## config.mk

```make
export PLATFORM = sky130hd
export DESIGN_NAME = demux_1_4_buf
export DESIGN_NICKNAME = d
export VERILOG_FILES = /design/src/rtl/demux_pkg.sv /design/src/rtl/demux_slot.sv /design/src/rtl/demux_1_4_buf.sv
export SDC_FILE = /design/constraint.sdc
export NUM_CORES = 1
export LEC_CHECK = 0
export BUFFER_PORTS_ARGS = -buffer_cell sky130_fd_sc_hd__buf_2
export CAP_MARGIN = 20
export CORE_MARGIN = 10
export CORE_UTILIZATION = 40
export DETAILED_ROUTE_END_ITERATION = 10
export PLACE_DENSITY = 0.63
export REMOVE_ABC_BUFFERS = 1
export SYNTH_ARGS = -nofsm -noshare
export SYNTH_HDL_FRONTEND = slang
export SYNTH_SLANG_ARGS = --single-unit
```

## constraint.sdc

```tcl
create_clock -name clk_i -period 1.9 [get_ports clk_i]
set_input_delay 0.19 -clock clk_i [delete_from_list [all_inputs] [get_ports clk_i]]
set_output_delay 0.19 -clock clk_i [all_outputs]
set_load 0.01 [all_outputs]
```

## src/rtl/demux_pkg.sv

```systemverilog
// Shared types and constants for the buffered 1-to-4 demultiplexer.
package demux_pkg;
    localparam int N_CH  = 4;
    localparam int SEL_W = 2;

    typedef enum logic {
        EMPTY = 1'b0,
        FULL  = 1'b1
    } slot_state_e;
endpackage

```

## src/rtl/demux_slot.sv

```systemverilog
// One output channel: single-entry slot with EMPTY/FULL control,
// data register and saturating transfer counter.
//   state | meaning
//   EMPTY | no word held, channel can take a new word
//   FULL  | word held and presented downstream
module demux_slot
    import demux_pkg::*;
#(
    parameter int DATA_W = 32,
    parameter int CNT_W  = 8
) (
    input  logic              clk_i,
    input  logic              rst_ni,
    input  logic              wr_i,
    input  logic [DATA_W-1:0] data_i,
    input  logic              ready_i,
    output logic              valid_o,
    output logic [DATA_W-1:0] data_o,
    output logic [CNT_W-1:0]  cnt_o
);
    localparam logic [CNT_W-1:0] CNT_MAX = {CNT_W{1'b1}};

    slot_state_e       state_q, state_d;
    logic [DATA_W-1:0] data_q;
    logic [CNT_W-1:0]  cnt_q;
    logic              xfer;

    assign valid_o = (state_q == FULL);
    assign data_o  = data_q;
    assign cnt_o   = cnt_q;
    assign xfer    = valid_o & ready_i;

    always_ff @(posedge clk_i or negedge rst_ni) begin
        if (!rst_ni) begin
            state_q <= EMPTY;
            data_q  <= '0;
            cnt_q   <= '0;
        end else begin
            state_q <= state_d;
            if (wr_i) data_q <= data_i;
            if (xfer && (cnt_q != CNT_MAX)) cnt_q <= cnt_q + 1'b1;
        end
    end

    // A write into a FULL slot only happens alongside a drain, so it stays FULL.
    always_comb begin
        state_d = state_q;
        case (state_q)
            EMPTY:   if (wr_i) state_d = FULL;
            FULL:    if (xfer && !wr_i) state_d = EMPTY;
            default: state_d = EMPTY;
        endcase
    end
endmodule

```

## src/rtl/demux_1_4_buf.sv

```systemverilog
// Buffered 1-to-4 demultiplexer: routes each upstream word into the
// selected channel's one-entry slot with ready/valid on both sides.
module demux_1_4_buf
    import demux_pkg::*;
#(
    parameter int DATA_W = 32,
    parameter int CNT_W  = 8
) (
    input  logic              clk_i,
    input  logic              rst_ni,
    input  logic              in_valid_i,
    input  logic [SEL_W-1:0]  in_sel_i,
    input  logic [DATA_W-1:0] in_data_i,
    output logic              in_ready_o,
    output logic [N_CH-1:0]   out_valid_o,
    output logic [DATA_W-1:0] out_data_0_o,
    output logic [DATA_W-1:0] out_data_1_o,
    output logic [DATA_W-1:0] out_data_2_o,
    output logic [DATA_W-1:0] out_data_3_o,
    input  logic [N_CH-1:0]   out_ready_i,
    output logic [CNT_W-1:0]  cnt_0_o,
    output logic [CNT_W-1:0]  cnt_1_o,
    output logic [CNT_W-1:0]  cnt_2_o,
    output logic [CNT_W-1:0]  cnt_3_o
);
    logic [N_CH-1:0]   wr;
    logic [DATA_W-1:0] data_arr [N_CH];
    logic [CNT_W-1:0]  cnt_arr  [N_CH];

    // Selected slot can accept if empty or draining in this same cycle.
    assign in_ready_o = ~out_valid_o[in_sel_i] | out_ready_i[in_sel_i];

    for (genvar k = 0; k < N_CH; k++) begin : g_ch
        assign wr[k] = in_valid_i & in_ready_o & (in_sel_i == SEL_W'(k));

        demux_slot #(
            .DATA_W (DATA_W),
            .CNT_W  (CNT_W)
        ) u_slot (
            .clk_i   (clk_i),
            .rst_ni  (rst_ni),
            .wr_i    (wr[k]),
            .data_i  (in_data_i),
            .ready_i (out_ready_i[k]),
            .valid_o (out_valid_o[k]),
            .data_o  (data_arr[k]),
            .cnt_o   (cnt_arr[k])
        );
    end

    assign out_data_0_o = data_arr[0];
    assign out_data_1_o = data_arr[1];
    assign out_data_2_o = data_arr[2];
    assign out_data_3_o = data_arr[3];
    assign cnt_0_o      = cnt_arr[0];
    assign cnt_1_o      = cnt_arr[1];
    assign cnt_2_o      = cnt_arr[2];
    assign cnt_3_o      = cnt_arr[3];
endmodule

```

==> results of run 1 <==
## worst min path at each step
| stage | startpoint | endpoint | depth (start not counted) |
|---|---|---|---|
| 4_1_cts | in_data_i[16] | g_ch[1].u_slot.data_o[16] | 2 |
| 5_1_grt | in_data_i[14] | g_ch[1].u_slot.data_o[14] | 2 |
| 6_report | in_data_i[16] | g_ch[1].u_slot.data_o[16] | 2 |
| 3_5_place_dp | rst_ni | g_ch[2].u_slot.cnt_o[5] | 1 |
| 2_1_floorplan | rst_ni | g_ch[0].u_slot.cnt_o[0] | 0 |
| 3_3_place_gp | rst_ni | g_ch[0].u_slot.cnt_o[5] | 1 |
## kinds of logic after synthesis
kind of cell	after synthesis	synth area share, %
buffers and inverters	23	3.04
and+or+nand+nor	82	6.62
xor gates and xnor gates	13	1.67
AOI/OAI and AO/OA	17	1.56
DFF	164	60.2
adders and majority gates	4	0.734
muxes	138	26.2
## metal layers
layer / global-route usage [%] / wire (um)
met1: 18.8 / 7330
met2: 23.0 / 7850
met3: 7.74 / 1900
met4: 5.10 / 196
met5: 0 / 34
## Yosys cell counts
library cell    n
mux2_4         59
nor3b_4         1
mux2i_1         1
nand2_2         1
inv_1           5
nand4_1        15
dfrtp_1       164
ha_1            4
nor3_1          1
o21a_1          4
a41oi_1         1
o21ai_0         2
o21bai_1        1
buf_6           7
nand2_1        18
mux4_1          1
nand3_1        19
nand3b_1        1
nor2b_2         1
o211ai_1        1
mux2_1         17
and3_1          4
nor2_1          9
a21oi_1         6
buf_12          3
and4_1          6
mux2_2         60
and2_0          1
xor2_1          1
buf_4           4
xnor2_1        12
nand2b_1        5
a31oi_1         2
buf_2           4
## what timing repair did
item / 4_1_cts / 5_1_grt
buffers inserted: 0 / 2
resized for setup: 0 / 1
setup endpoints to repair: 0 / 1
endpoints found under the hold margin: 56 / 0
hold buffers: 1 / 0
## worst max-delay path, stage by stage (launching register included)
cell      delay, ns
dfrtp_1        0.39
nand2b_1       0.11
mux4_1         0.53
buf_2          0.16
## final cells by class
class                      count  area share (%)
sequential                   164            46.6
multi-input combinational    254            28.5
timing repair buffer         220            14.0
clock buffer                  18            4.98
tap                          220            3.12
clock inverter                14            2.56
inverter                       5           0.213
## metrics by stage
step / std cells / power, W / util (%) / TNS, ns
floorplan: 423 / 0.00617 / - / -29.22
global placement: 860 / 0.00745 / 48.8 / 0
detailed placement: 860 / 0.00754 / 48.8 / 0
CTS: 893 / 0.0114 / 52.9 / 0
global route: 895 / 0.0119 / 53.0 / 0
finish: 895 / 0.0113 / 53.0 / 0
## sequential cells by signal (all words and copies together) (netlist names)
| signal | cells |
|---|---|
| g_ch.u_slot.cnt_o | 32 |
| g_ch.u_slot.valid_o | 4 |
| g_ch.u_slot.data_o | 128 |
## power breakdown
group | total [W] | internal, W | switching [W]
logic | 0.00260 | 0.00134 | 0.00126
registers | 0.00483 | 0.00426 | 0.000577
clock network | 0.00383 | 0.00239 | 0.00144
total | 0.0113 | 0.00799 | 0.00328
==> impl_metrics.tcl, run 1 <==
set metrics [dict create \
    num_vias 4438 \
    via_per_inst 4.96 \
    die-area_um2 22700 \
    slew_headroom_pct 58.1 \
    seq_area_frac_synth_pct 60.2 \
    setup_viol 0 \
    wl_um 17300 \
    ys_types 34 \
    cp_max_fo 4 \
    worstHoldPathType "primary input to flop" \
    fp.dieH_um 151 \
    fin_area_um2 8810 \
    ys_warn_count 0 \
    setup_slack_ns 0.108 \
    rsz0062_at_grt "no" \
    die_x_um 151 \
    rr_endpoint "g_ch[2].u_slot.cnt_o[1]" \
    fill_cells 1436 \
    hold_viol 0 \
    first_iter_violations 149 \
    gp_congestion 0.789 \
    wire_per_inst_um 19.3 \
    cts_tree "built" \
    yosysTopAreaCell "dfrtp_1" \
    synth.area.top_cells "dfrtp_1 (60%), mux2_4 (13%), mux2_2 (9.9%)" \
    crit_arrival_ns 1.60 \
    avgSynthCellArea_um2 15.5 \
    ir_drop_mv 0.605 \
    grt_pass1_vias 4904 \
    drt_first_pass_iters 4 \
    maxCapViolCount 0 \
    worstReg2RegStart "g_ch[2].u_slot.cnt_o[0]" \
    grt.total_usage_pct 15.3 \
    grt_pass1_wl_um 27200 \
    startpoint "g_ch[2].u_slot.valid_o" \
    post-route-min-period_ns 1.79 \
    start_util_pct 41.0 \
    power_density_nw_per_um2 1280 \
    drv_slew 0 \
    fin_nets 707 \
    worstPathRequired_ns 1.71 \
    dp_slack_ns 0.207 \
    fp-row-count 47 \
    fin_skew_ns 0.00749 \
    drive_gt1_share_pct 55.7 \
    min_period_over_period_pct 94.3 \
    worst_hold_slack_ns 0.0371 \
    drcViolationCount 0 \
    io_pins 206 \
    synth-seq-cells 164 \
    mostFrequentLayoutCells "buf_2 (204), dfrtp_1 (163), mux2_2 (60)" \
    cts_buffers 17 \
    clock_sinks 164 \
    synth_top_area_share_pct 60.2 \
    multiInputGateArea_um2 2510 \
    netlist_area_um2 6820 \
    antenna_found_initial 2 \
    layout.cells.most_common "buf_2" \
    grt-ovfl-total 0 \
    critPathKind "flop to output port" \
    core_um2 16600 \
    clk_latency_ns 0.42 \
    tightest_slew_ns 0.628 \
    postSynthCellCount 441 \
    clk_pin_slew_ns 0.07 \
    r2r_slack_ns 0.17 \
    rr_worst_depth 5 \
    portBuffers 205 \
    area_growth_pct 29.2 \
    power.leakage_nw 4.26 \
    dp_hpwl_um 12700 \
    startpoint_type "flop" \
    register_area_um2 4110 \
    status "finished, final reports clean" \
    place_area_um2 8120 \
    end_kind "output port" \
    fmax_mhz 558 \
    clock_path_buffers 2 \
    grt_max_degree 63 \
    cp-endpoint "in_ready_o" \
    ant_nets 0 \
    htree_levels 4 \
    diodes 0 \
    cts_root_buf "clkbuf_16" \
]
No activity file was read; power rests on OpenSTA's default activity.
==> inputs of run 2 (changes only) <==
SYNTH_HIERARCHICAL = 1   (was unset)
==> impl_metrics.tcl, run 2 <==
set metrics [dict create \
    status "finished, final reports clean" \
    power_frac_seq_pct 45.8 \
    post-route-min-period_ns 1.82 \
    grt.total_usage_pct 15.5 \
    wire_per_inst_um 19.1 \
    netlist_area_um2 6610 \
    power.leakage_nw 4.13 \
    die_x_um 149 \
    cts_setup_buffers 0 \
    synth_commonest_cells "dfrtp_1 (164), mux2_2 (128), buf_2 (16), xnor2_1 (16), a21oi_1 (12)" \
    start_util_pct 41.1 \
    synth_top_area_share_pct 62.1 \
    drv_slew 0 \
    avgSynthCellArea_um2 15.5 \
    rsz0062_at_grt "no" \
    min_period_over_period_pct 95.6 \
    wl_um 16700 \
    layout.cells.most_common "buf_2" \
    antenna_found_initial 1 \
    worstHoldPathType "primary input to flop" \
    pwr-share-clk_pct 31.5 \
    hold_viol 0 \
    ys_async_sr_fraction_pct 100 \
    worst_hold_slack_ns 0.0471 \
    fp-row-count 46 \
    use_met1_pct 18.3 \
    ir_drop_mv 0.613 \
    postSynthCellCount 425 \
    power_switching_w 0.00312 \
    drive_gt1_share_pct 61.6 \
    grt_pass1_vias 4832 \
    io_pins 206 \
    slew_headroom_pct 72.0 \
    maxCapViolCount 0 \
    drcViolationCount 0 \
    seq_area_frac_synth_pct 62.1 \
    via_per_inst 5.04 \
    critPathKind "flop to output port" \
    min_from "in_data_i[16]" \
    synth_edf_count 0 \
    fp.dieH_um 149 \
    fin_nets 691 \
    fmax_mhz 551 \
    dp_hpwl_um 12300 \
    gr-usage-met3_pct 8.25 \
    crit_arrival_ns 1.63 \
    portBuffers 205 \
    switching_share_pct 29.6 \
    area_growth_pct 30.2 \
    ys_warn_count 6 \
    multiInputGateArea_um2 2430 \
    hold_path_end "g_ch[0].u_slot/data_o[16]" \
    power_density_nw_per_um2 1230 \
    synth_flop_cell "dfrtp_1" \
    tightest_slew_ns 0.420 \
    clock_sinks 164 \
    mostFrequentLayoutCells "buf_2 (204), dfrtp_1 (162), mux2_2 (128)" \
    core_um2 16100 \
    setup_viol 0 \
    grt_pass1_wl_um 26900 \
    die-area_um2 22100 \
    setup_slack_ns 0.0840 \
    num_vias 4415 \
    first_iter_violations 184 \
    worstReg2RegStart "g_ch[0].u_slot/valid_o" \
    clk_latency_ns 0.41 \
    register_area_um2 4110 \
    drt_first_pass_iters 4 \
    power.total_w 0.0106 \
    r2r_slack_ns 0.24 \
    gp_congestion 0.864 \
    synth.area.top_cells "dfrtp_1 (62%), mux2_2 (22%), xnor2_1 (2.1%)" \
    end_kind "output port" \
    cp_max_fo 7 \
    cts_root_buf "clkbuf_16" \
    synth_most_common_cell "dfrtp_1" \
    fin_skew_ns 0.00656 \
    final.setup.tns_ns 0 \
    cts_buffers 17 \
    ant_nets 0 \
    grt_most_used_layer "met2" \
    startpoint_type "flop" \
    grt_max_degree 50 \
    yosysTopAreaCell "dfrtp_1" \
    fill_cells 1393 \
    grt-ovfl-total 0 \
    clock_path_buffers 2 \
    p_int_w 0.00743 \
    combPwrFrac_pct 22.7 \
    worstPathRequired_ns 1.71 \
    rr_endpoint "g_ch[0].u_slot/data_o[17]" \
    clk_pin_slew_ns 0.06 \
    rr_worst_depth 4 \
    ys_types 25 \
    largest_register_ffs 128 \
    holdPathStages 2 \
    dp_slack_ns 0.235 \
    cts_tree "built" \
    use_met2_pct 24.0 \
    synth-seq-cells 164 \
    htree_levels 4 \
]
## run 2: changes by cell type after synthesis, sizes merged, moves of 6 or more
| cell | previous run | this run |
|---|---|---|
| nand3 | 19 | 4 |
| nand2 | 19 | 8 |
| o211ai | 1 | 12 |
| nor2 | 9 | 0 |
| and4 | 6 | 13 |
| a21oi | 6 | 12 |
## run 2: per-stage QoR
| stage | util (%) | std cells | area [um2] |
|---|---|---|---|
| 6_report | 53.6 | 876 | 8600 |
| 5_1_grt | 53.5 | 875 | 8600 |
| 3_5_place_dp | 49.9 | 842 | 8010 |
| 2_1_floorplan | - | 409 | 6530 |
| 3_3_place_gp | 49.9 | 842 | 8010 |
| 4_1_cts | 53.5 | 875 | 8600 |
## run 2: logic make-up after synthesis
kind of cell	Yosys count	synth area share, %
AOI/OAI and AO/OA	32	3.48
xor gates and xnor gates	16	2.12
adders and majority gates	4	0.757
buffers and inverters	20	1.44
DFF	164	62.1
muxes	137	23.7
and+or+nand+nor	52	6.34
## run 2: metal layers
layer	share of wire, %	routed length, um
met5	0	0
met4	1.1	183
met3	11	1880
met2	47	7870
met1	41	6810
## run 2: repair_timing
action,CTS,global route
endpoints found under the setup margin,0,1
hold endpoints to repair,36,0
hold buffers,1,0
resized for setup,0,2
## run 2: power by group through the flow
stage          logic [W]  clock network [W]  registers [W]
2_1_floorplan   0.000823                  0        0.00518
3_3_place_gp     0.00241                  0        0.00484
3_5_place_dp     0.00246                  0        0.00489
4_1_cts          0.00246            0.00343        0.00484
5_1_grt          0.00265            0.00360        0.00496
6_report         0.00239            0.00332        0.00483
## run 2: worst max path at each step
stage	to	slack, ns	start	depth (start not counted)
floorplan	g_ch[0].u_slot/data_o[0]	-2.42	g_ch[0].u_slot/valid_o	3
global placement	g_ch[0].u_slot/data_o[18]	0.32	g_ch[0].u_slot/valid_o	4
detailed placement	g_ch[0].u_slot/data_o[17]	0.24	g_ch[0].u_slot/valid_o	4
CTS	in_ready_o	0.05	g_ch[3].u_slot/valid_o	3
global route	in_ready_o	0.02	g_ch[1].u_slot/valid_o	3
finish	in_ready_o	0.08	g_ch[1].u_slot/valid_o	3
## run 2: worst max-delay path, stage by stage (launching register included)
cell,delay (ns)
dfrtp_1,0.49
nand2b_4,0.08
mux4_2,0.48
buf_2,0.16
## run 2: area by class of cell
type	count	share of cell area [%]
antenna	1	0.0291
clock buffer	23	5.44
timing repair buffer	218	14.0
multi-input combinational	241	28.2
inverter	4	0.175
sequential	164	47.7
clock inverter	9	1.21
tap	216	3.14
